==> config.mk <==
export PLATFORM = sky130hd
export DESIGN_NAME = seg_scan_decoder_flat
export DESIGN_NICKNAME = d
export VERILOG_FILES = /design/src/rtl/seg_scan_decoder_if.sv /design/src/rtl/seg_scan_decoder.sv /design/src/flat_wrapper.sv
export SDC_FILE = /design/constraint.sdc
export NUM_CORES = 1
export LEC_CHECK = 0
export ABC_CLOCK_PERIOD_IN_PS = 2300
export CORE_ASPECT_RATIO = 0.75
export CORE_MARGIN = 2
export CORE_UTILIZATION = 50
export DETAILED_ROUTE_END_ITERATION = 7
export HOLD_SLACK_MARGIN = 0.05
export PLACE_DENSITY_LB_ADDON = 0.3
export SYNTH_ARGS = -nofsm -noshare
export SYNTH_HDL_FRONTEND = slang
export SYNTH_SLANG_ARGS = --single-unit
==> constraint.sdc <==
create_clock -name clk -period 2.3 [get_ports clk]
set_input_delay 0.46 -clock clk [delete_from_list [all_inputs] [get_ports clk]]
set_output_delay 0.46 -clock clk [all_outputs]
set_load 0.05 [all_outputs]
==> src/rtl/seg_scan_decoder_if.sv <==
//============================================================================
// Module : seg_scan_decoder_if
// Desc   : Scanned 7-segment display pins and decoded frame results.
// Rev    : 1.0
//============================================================================
`default_nettype none

interface seg_scan_decoder_if;
  logic [3:0]  anode;
  logic [6:0]  segment;
  logic [15:0] frame_data;
  logic        frame_valid;
  logic        frame_ok;
  logic        seg_err;
  logic        seq_err;
  logic        anode_err;

  modport master (
    output anode, segment,
    input  frame_data, frame_valid, frame_ok, seg_err, seq_err, anode_err
  );

  modport slave (
    input  anode, segment,
    output frame_data, frame_valid, frame_ok, seg_err, seq_err, anode_err
  );
endinterface

`default_nettype wire

==> src/rtl/seg_scan_decoder.sv <==
//============================================================================
// Module : seg_scan_decoder
// Desc   : Recovers 4-digit frames from a multiplexed 7-segment display scan.
// Rev    : 1.0
//============================================================================
`default_nettype none

module seg_scan_decoder #(
  parameter int SETTLE = 1
) (
  input  logic               clk,
  input  logic               rstN,
  seg_scan_decoder_if.slave  bus
);

  localparam logic [7:0] C_SETTLE = 8'(SETTLE);

  localparam logic [2:0] IDLE = 3'd0;
  localparam logic [2:0] EXP3 = 3'd1;
  localparam logic [2:0] EXP2 = 3'd2;
  localparam logic [2:0] EXP1 = 3'd3;
  localparam logic [2:0] EXP0 = 3'd4;

  logic [3:0]  r_anode;
  logic [3:0]  r_anode_prev;
  logic [6:0]  r_segment;
  logic [7:0]  r_dwell;
  logic [2:0]  r_state;
  logic [3:0]  r_d3, r_d2, r_d1;
  logic        r_bad;
  logic [15:0] r_frame_data;
  logic        r_frame_valid, r_frame_ok;
  logic        r_seg_err, r_seq_err, r_anode_err;

  logic        w_changed, w_strobe;
  logic [7:0]  w_dwell_next;
  logic        w_blank, w_illegal, w_digit;
  logic [1:0]  w_idx, w_exp_idx;
  logic [3:0]  w_val;
  logic        w_seg_bad;

  // Strobe fires only on the cycle the dwell first reaches SETTLE.
  always_comb begin
    w_changed = (r_anode != r_anode_prev);
    if (w_changed)
      w_dwell_next = 8'd1;
    else if (r_dwell >= C_SETTLE)
      w_dwell_next = C_SETTLE;
    else
      w_dwell_next = r_dwell + 8'd1;
    w_strobe = (w_dwell_next == C_SETTLE) && (w_changed || (r_dwell != C_SETTLE));
  end

  always_comb begin
    w_blank   = 1'b0;
    w_illegal = 1'b0;
    w_idx     = 2'd0;
    case (r_anode)
      4'b0111: w_idx = 2'd3;
      4'b1011: w_idx = 2'd2;
      4'b1101: w_idx = 2'd1;
      4'b1110: w_idx = 2'd0;
      4'b1111: w_blank = 1'b1;
      default: w_illegal = 1'b1;
    endcase
    w_digit = !w_blank && !w_illegal;
  end

  always_comb begin
    w_seg_bad = 1'b0;
    case (r_segment)
      7'b1000000: w_val = 4'd0;
      7'b1111001: w_val = 4'd1;
      7'b0100100: w_val = 4'd2;
      7'b0110000: w_val = 4'd3;
      7'b0011001: w_val = 4'd4;
      7'b0010010: w_val = 4'd5;
      7'b0000010: w_val = 4'd6;
      7'b1111000: w_val = 4'd7;
      7'b0000000: w_val = 4'd8;
      7'b0010000: w_val = 4'd9;
      default: begin
        w_val     = 4'hF;
        w_seg_bad = 1'b1;
      end
    endcase
  end

  always_comb begin
    case (r_state)
      EXP3:    w_exp_idx = 2'd3;
      EXP2:    w_exp_idx = 2'd2;
      EXP1:    w_exp_idx = 2'd1;
      default: w_exp_idx = 2'd0;
    endcase
  end

  always_ff @(posedge clk or negedge rstN) begin
    if (!rstN) begin
      r_anode       <= 4'b1111;
      r_anode_prev  <= 4'b1111;
      r_segment     <= 7'h7F;
      r_dwell       <= 8'd0;
      r_state       <= IDLE;
      r_d3          <= 4'd0;
      r_d2          <= 4'd0;
      r_d1          <= 4'd0;
      r_bad         <= 1'b0;
      r_frame_data  <= 16'h0000;
      r_frame_valid <= 1'b0;
      r_frame_ok    <= 1'b0;
      r_seg_err     <= 1'b0;
      r_seq_err     <= 1'b0;
      r_anode_err   <= 1'b0;
    end else begin
      r_anode       <= bus.anode;
      r_anode_prev  <= r_anode;
      r_segment     <= bus.segment;
      r_dwell       <= w_dwell_next;
      r_frame_valid <= 1'b0;
      r_seg_err     <= 1'b0;
      r_seq_err     <= 1'b0;
      r_anode_err   <= 1'b0;

      if (w_strobe && w_illegal) begin
        r_anode_err <= 1'b1;
        r_state     <= IDLE;
      end else if (w_strobe && w_digit) begin
        r_seg_err <= w_seg_bad;
        // DIGIT3 always opens a new frame; it is out of order unless expected or idle.
        if (w_idx == 2'd3) begin
          r_seq_err <= (r_state != IDLE) && (r_state != EXP3);
          r_d3      <= w_val;
          r_bad     <= w_seg_bad;
          r_state   <= EXP2;
        end else if (r_state == IDLE) begin
          r_state <= IDLE;
        end else if (w_idx == w_exp_idx) begin
          r_bad <= r_bad | w_seg_bad;
          case (w_idx)
            2'd2: begin
              r_d2    <= w_val;
              r_state <= EXP1;
            end
            2'd1: begin
              r_d1    <= w_val;
              r_state <= EXP0;
            end
            default: begin
              r_frame_data  <= {r_d3, r_d2, r_d1, w_val};
              r_frame_ok    <= !(r_bad | w_seg_bad);
              r_frame_valid <= 1'b1;
              r_state       <= EXP3;
            end
          endcase
        end else begin
          r_seq_err <= 1'b1;
          r_state   <= IDLE;
        end
      end
    end
  end

  assign bus.frame_data  = r_frame_data;
  assign bus.frame_valid = r_frame_valid;
  assign bus.frame_ok    = r_frame_ok;
  assign bus.seg_err     = r_seg_err;
  assign bus.seq_err     = r_seq_err;
  assign bus.anode_err   = r_anode_err;

endmodule

`default_nettype wire

==> src/flat_wrapper.sv <==
// flat-port wrapper written by rule: the top's interface ports become plain ports
module seg_scan_decoder_flat 
#(
  parameter int SETTLE = 1
)
  (clk, rstN, bus_anode, bus_segment, bus_frame_data, bus_frame_valid, bus_frame_ok, bus_seg_err, bus_seq_err, bus_anode_err);
  seg_scan_decoder_if bus_i ();
  input  logic clk;
  input  logic rstN;
  input wire logic [$bits(bus_i.anode)-1:0] bus_anode;
  input wire logic [$bits(bus_i.segment)-1:0] bus_segment;
  output wire logic [$bits(bus_i.frame_data)-1:0] bus_frame_data;
  output wire logic [$bits(bus_i.frame_valid)-1:0] bus_frame_valid;
  output wire logic [$bits(bus_i.frame_ok)-1:0] bus_frame_ok;
  output wire logic [$bits(bus_i.seg_err)-1:0] bus_seg_err;
  output wire logic [$bits(bus_i.seq_err)-1:0] bus_seq_err;
  output wire logic [$bits(bus_i.anode_err)-1:0] bus_anode_err;
  assign bus_i.anode = bus_anode;
  assign bus_i.segment = bus_segment;
  assign bus_frame_data = bus_i.frame_data;
  assign bus_frame_valid = bus_i.frame_valid;
  assign bus_frame_ok = bus_i.frame_ok;
  assign bus_seg_err = bus_i.seg_err;
  assign bus_seq_err = bus_i.seq_err;
  assign bus_anode_err = bus_i.anode_err;
  seg_scan_decoder #(.SETTLE(SETTLE)) u_core (.clk(clk), .rstN(rstN), .bus(bus_i));
endmodule
# Word-level counts from Yosys, hierarchy flattened
# Cells that the tools add are included.
[totals] regBits=60 input_bits=13 elab_cells=100
[classes] add_sub_neg=1 order_cmp=1 n_eq_ne=26 mux=31 n_bitwise=5 n_reduce_logical=21
[ops] cell="4-bit case mux with 10 select lines" count=1
[ops] cell="7-bit by 5-bit equality test with 1-bit output (second input constant)" count=3
[ops] cell="7-bit equality test (second input constant)" count=3
[ops] cell="1-bit 2-to-1 mux" count=20
[ops] cell="6-bit AND reduction" count=3
[ops] cell="4-bit equality test (second input constant)" count=4
[ops] cell="8-bit 2-to-1 mux" count=2
[ops] cell="3-bit 2-to-1 mux" count=5
[ops] cell="7-bit by 6-bit equality test with 1-bit output (second input constant)" count=2
[ops] cell="2-bit case mux with 3 select lines" count=2
[ops] cell="10-bit OR reduction" count=1
[ops] cell="8-bit by 1-bit adder with 8-bit output (second input constant)" count=1
[ops] cell="8-bit by 1-bit equality test with 1-bit output (second input constant)" count=1
[ops] cell="8-bit by 1-bit >= comparator with 1-bit output (second input constant)" count=1
[ops] cell="8-bit by 1-bit != test with 1-bit output (second input constant)" count=1
[ops] cell="7-bit by 2-bit equality test with 1-bit output (second input constant)" count=1
[ops] cell="7-bit zero test" count=1
[ops] cell="3-bit by 2-bit equality test with 1-bit output (second input constant)" count=2
[ops] cell="3-bit case mux with 2 select lines" count=1
[ops] cell="1-bit logical AND" count=5
[ops] cell="5-bit OR reduction" count=1
[ops] cell="2-bit equality test (second input constant)" count=2
[ops] cell="4-bit by 3-bit equality test with 1-bit output (second input constant)" count=1
[ops] cell="4-bit != test" count=1
[ops] cell="15 further kinds" count=20

# Depth between registers and ports, before layout
[depth] ltp_word=10 mapped_depth=9 depth_no_buf=7

# Least setup slack after synthesis
# No wires, ideal clock.
[synth_timing] path_kind="reg2reg" start="register u_core.r_anode[3]" end="register u_core.r_frame_data[10] (netlist: u_core.bus.frame_data[10])" setup_ps=125 arrival_ps=2116 t_required_ps=2175 slack_ps=59 stages_incl_launch_ff=10 n_path_buf=2 synth_period_minus_slack_ps=2241 cell_sequence="dfstp_2 > buf_6 > xor2_1 > nand3_1 > inv_1 > ha_1 > nor3b_2 > nand4_4 > buf_8 > mux2_4"
[synth_between] elab_chain_len=7 word_cells_on_any_way=27 classes_between="eq/ne (11); mux (4); bitwise (3); reduce/logical (9)"
[synth_lines] item="start: declaration" line_no="seg_scan_decoder.sv:24" text="logic [3:0] r_anode;"
[synth_lines] item="start signal: assignment" line_no="seg_scan_decoder.sv:116" text="r_anode <= bus.anode;"
[synth_lines] item="4-bit != test" line_no="seg_scan_decoder.sv:44" text="w_changed = (r_anode != r_anode_prev);"
[synth_lines] item="8-bit 2-to-1 mux" line_no="seg_scan_decoder.sv:45" text="if (w_changed)"
[synth_lines] item="8-bit by 1-bit equality test with 1-bit output" line_no="seg_scan_decoder.sv:51" text="w_strobe = (w_dwell_next == C_SETTLE) && (w_changed || (r_dwell != C_SETTLE));"
[synth_lines] item="1-bit logical AND" line_no="seg_scan_decoder.sv:51"
[synth_lines] item="1-bit logical AND" line_no="seg_scan_decoder.sv:125" text="if (w_strobe && w_illegal) begin"
[synth_lines] item="1-bit NOT (no source line)"
[synth_lines] item="6-bit AND reduction (no source line) (*)"
[synth_lines] item="end signal: assignment" line_no="seg_scan_decoder.sv:150" text="r_frame_data <= {r_d3, r_d2, r_d1, w_val};"
[synth_lines] item="end: declaration" line_no="seg_scan_decoder.sv:31" text="logic [15:0] r_frame_data;"
# Every way passes the cells marked *; elsewhere a longest branch is shown, timed or not.
# A chain may end at the register's enable or synchronous reset.

# Worst setup path in the final report
[layout_timing] start="register u_core.r_dwell[0]" end="register u_core.r_frame_data[11] (netlist: u_core.bus.frame_data[11])"
[layout_between] elab_chain_len=8 word_cells_on_any_way=12 classes_between="add/sub (1); order compare (1); eq/ne (2); mux (2); bitwise (1); reduce/logical (5)"
[layout_lines] item="start: declaration" line_no="seg_scan_decoder.sv:27" text="logic [7:0] r_dwell;"
[layout_lines] item="start signal: assignment" line_no="seg_scan_decoder.sv:119" text="r_dwell <= w_dwell_next;"
[layout_lines] item="8-bit by 1-bit adder with 8-bit output or 8-bit by 1-bit >= comparator with 1-bit output (tied branches)" line_no="seg_scan_decoder.sv:50, seg_scan_decoder.sv:47"
[layout_lines] item="8-bit 2-to-1 mux" line_no="seg_scan_decoder.sv:47" text="else if (r_dwell >= C_SETTLE)"
[layout_lines] item="8-bit 2-to-1 mux" line_no="seg_scan_decoder.sv:45"
[layout_lines] item="8-bit by 1-bit equality test with 1-bit output" line_no="seg_scan_decoder.sv:51"
[layout_lines] item="1-bit logical AND (*)" line_no="seg_scan_decoder.sv:51"
[layout_lines] item="1-bit logical AND" line_no="seg_scan_decoder.sv:125"
[layout_lines] item="1-bit NOT (no source line)"
[layout_lines] item="6-bit AND reduction (no source line) (*)"
# Marked as above.

==> summary.md <==
| Metric | Value |
|---|---|
| Post-CTS Hold Buffers | 0 |
| Sequential element share of the synthesized area | a little over half |
| Synthesized area per cell | 13.1 um2 |
| Fmax | 455 MHz |
| I/O pin count | 34 |
| Routed length per instance | 14.5 um |
| Overflow after GRT | 0 |
| Antenna Diode Count | 0 |
| Crit-path max FO | 18 |
| Max Slew Vio Count | 0 |
| Largest cells by area after synthesis | dfrtp_1 (40%), dfstp_2 (14%), mux2_2 (6.8%), mux2_4 (3.7%), ha_1 (3.6%) |
| Run status | finished, final reports clean |
| Final period util | a little over nine tenths |
| Drt first-iter violations | between 150 and 200 |
| Post-route cell area | 0.00350 mm2 |
| Seq cells post-synth | 60 |
| Vias | ~1,800 |
| CP arrival | between 2 and 2.5 ns |
| HP Class | in -> async |
| Worst Skew | about 0.01 ns |
| Post-synthesis instance area | roughly 0.0028 mm2 |
| All-layer global routing usage | roughly 18% |
| Synth async-reset ratio | 100% |
| Dpl cell area | approximately 0.0033 mm2 |
| Clock-pin slew on the worst setup and hold paths | around 0.070 ns |
| Worst slew pin tran | 0.679 ns |
| First-pass GRT wire length | 8.28 mm |
| CTS Sinks | 60 |
| Crit path kind | reg -> reg |
| Root Driver | clkbuf_8 |
| GP Congestion | approximately 0.87 |
| Max-cap violations | 0 |
| Final setup fails | 0 |
| CTS H-tree lvls | 3 |
| Cell taking the most area after synthesis | dfrtp_1 |
| Clock Latency Late Sink | 0.34 ns |
| Initial antenna violation count | 0 |
| Core footprint | between 0.005 and 0.006 mm2 |
| Worst setup SP type | register |
| Vias in the first global route | roughly 1,700 |
| Hold Fails Final Rpt | 0 |
| P per Cell Area | 689 mW/mm2 |
| Max clock buf depth | 2 |
| Pre-CTS setup slack | approximately 0.088 ns |
| Layout cells sized above 1 | roughly 29% |
| Total wire length | between 4 and 5 mm |
| Post-synth top area share | between 40% and 50% |
| First drt pass iteration count | 4 |
| Syn Inst Count | ~210 |
| Post-synth top flop | dfrtp_1 |
| Final Critical Period | around 2.2 ns |
| # port buffers | 33 |
| Slew headroom | about 54% |
| CTS buffer count | 9 |
| CP Capture Type | register |
| EDFF count, synth | 0 |
| TritonCTS clock tree | done |
| Final WS setup | about 0.10 ns |
| Via density | just over 5 |
| Routed Antenna Nets | 0 |
| Area growth from synthesis to layout | 24.8% |
| Fill count | 430 |
| Initial Util | a little over half |
| Largest net degree at the start of global routing | 39 |
| Leak pwr | about 1.6 nW |
| Die area | approximately 0.0062 mm2 |
| HPWL after detailed placement | around 3.5 mm |
| Yosys warning count | 0 |
| Setup TNS Final | 0 ns |
| DRC viols | 0 |
| Row cnt | 23 |
| Unrepaired setup endpoints after global routing | false |
| CP required | about 2.5 ns |
| Die Y | around 69 um |
| Final core utilization | about two thirds |
| Die W | roughly 91 um |
| Pwr Total | between 2 and 2.5 mW |
| Nets | roughly 290 |
| Synth unique cells | 57 |
| Peak supply drop | between 0.0004 and 0.0005 V |
## metal layers
layer  track usage, %  vias up  wire (um)
met4             8.65        0         29
met2             25.1       54       2190
li1                 -      856          -
met3             5.76        3        264
met1             25.4      865       2500
met5                0        -          0
## placed cells by master (no fill, tap or decap), types with 3 or more instances in the layout
cell type / n
dfrtp_1: 45
clkdlybuf4s50_1: 32
mux2_2: 17
inv_1: 16
dfstp_2: 15
clkbuf_8: 10
buf_4: 9
ha_1: 8
xor2_1: 7
mux2_4: 7
nor2_1: 6
and2_1: 6
nor3b_1: 5
mux2i_1: 5
conb_1: 5
a21oi_1: 4
nand2_1: 3
and3_1: 3
a211oi_1: 3
nand4_1: 3
o211ai_1: 3
o21ai_0: 3
## cells by family after synthesis
logic type	after synthesis	share of synthesized area, %
xor gates and xnor gates	9	2.81
AOI/OAI and AO/OA	30	9.13
DFF	60	54.1
muxes	29	12.3
adders and majority gates	9	3.96
and+or+nand+nor	50	12.8
other	1	0.134
buffers and inverters	26	4.72
## critical path, stage by stage (launching register included)
cell,delay (ns)
dfrtp_1,0.42
inv_1,0.07
ha_1,0.30
o31a_1,0.33
o2111ai_4,0.33
nand4_4,0.13
buf_12,0.19
mux2_4,0.30
## cells in the mapped netlist (all sizes together), types with 4 or more instances
cell type,n
nand4,4
ha,8
inv,17
dfstp,15
nor2,6
a211oi,4
a21oi,4
mux2,24
nor3b,6
xor2,7
clkbuf,5
dfrtp,45
and2,6
mux2i,5
o211ai,4
buf,4
nand3,4
## metrics by stage
stage	cells	hold slack, ns
5_1_grt	344	0.112
4_1_cts	340	0.0904
3_3_place_gp	324	0.387
3_5_place_dp	324	0.386
6_report	344	0.0946
2_1_floorplan	218	0.164
## final timing paths
path,from,to,slack (ns),cells past startpoint
worst max-delay path,u_core.r_dwell[0],u_core.bus.frame_data[11],0.10,7
worst min-delay path,rstN,u_core.r_dwell[0],0.09,1
worst max register to register,u_core.r_dwell[0],u_core.bus.frame_data[11],0.10,7
worst min register to register,u_core.r_anode[3],u_core.r_anode_prev[3],0.39,0
max in group asynchronous,rstN,u_core.r_segment[2],1.57,2
min in group clk,u_core.r_anode[3],u_core.r_anode_prev[3],0.39,0
## area by class of cell
cell class / count / area, um2 / area share (%)
sequential: 60 / 1520 / 43.4
multi-input combinational: 132 / 1180 / 33.6
timing repair buffer: 44 / 433 / 12.4
clock buffer: 12 / 145 / 4.14
tap: 75 / 93.8 / 2.68
clock inverter: 4 / 72.6 / 2.07
inverter: 17 / 63.8 / 1.82
## flip-flops by register name (all words and copies together) (netlist names)
name	cells
u_core.r_state	3
u_core.r_d2	4
u_core.r_anode_prev	4
u_core.bus.frame_valid	1
u_core.bus.seq_err	1
u_core.r_bad	1
u_core.bus.seg_err	1
u_core.r_segment	7
u_core.r_d3	4
u_core.bus.anode_err	1
u_core.r_anode	4
u_core.r_d1	4
u_core.bus.frame_data	16
u_core.bus.frame_ok	1
u_core.r_dwell	8
## power by group
part	switching (mW)	internal, mW
Clock	0.394	0.638
Combinational	0.128	0.100
Sequential	0.0398	1.12
## timing repair
item                                    4_1_cts  5_1_grt
buffers inserted                              0        4
gates resized for setup                       0        2
endpoints found under the setup margin        0       15
No activity file was read; power rests on OpenSTA's default activity.
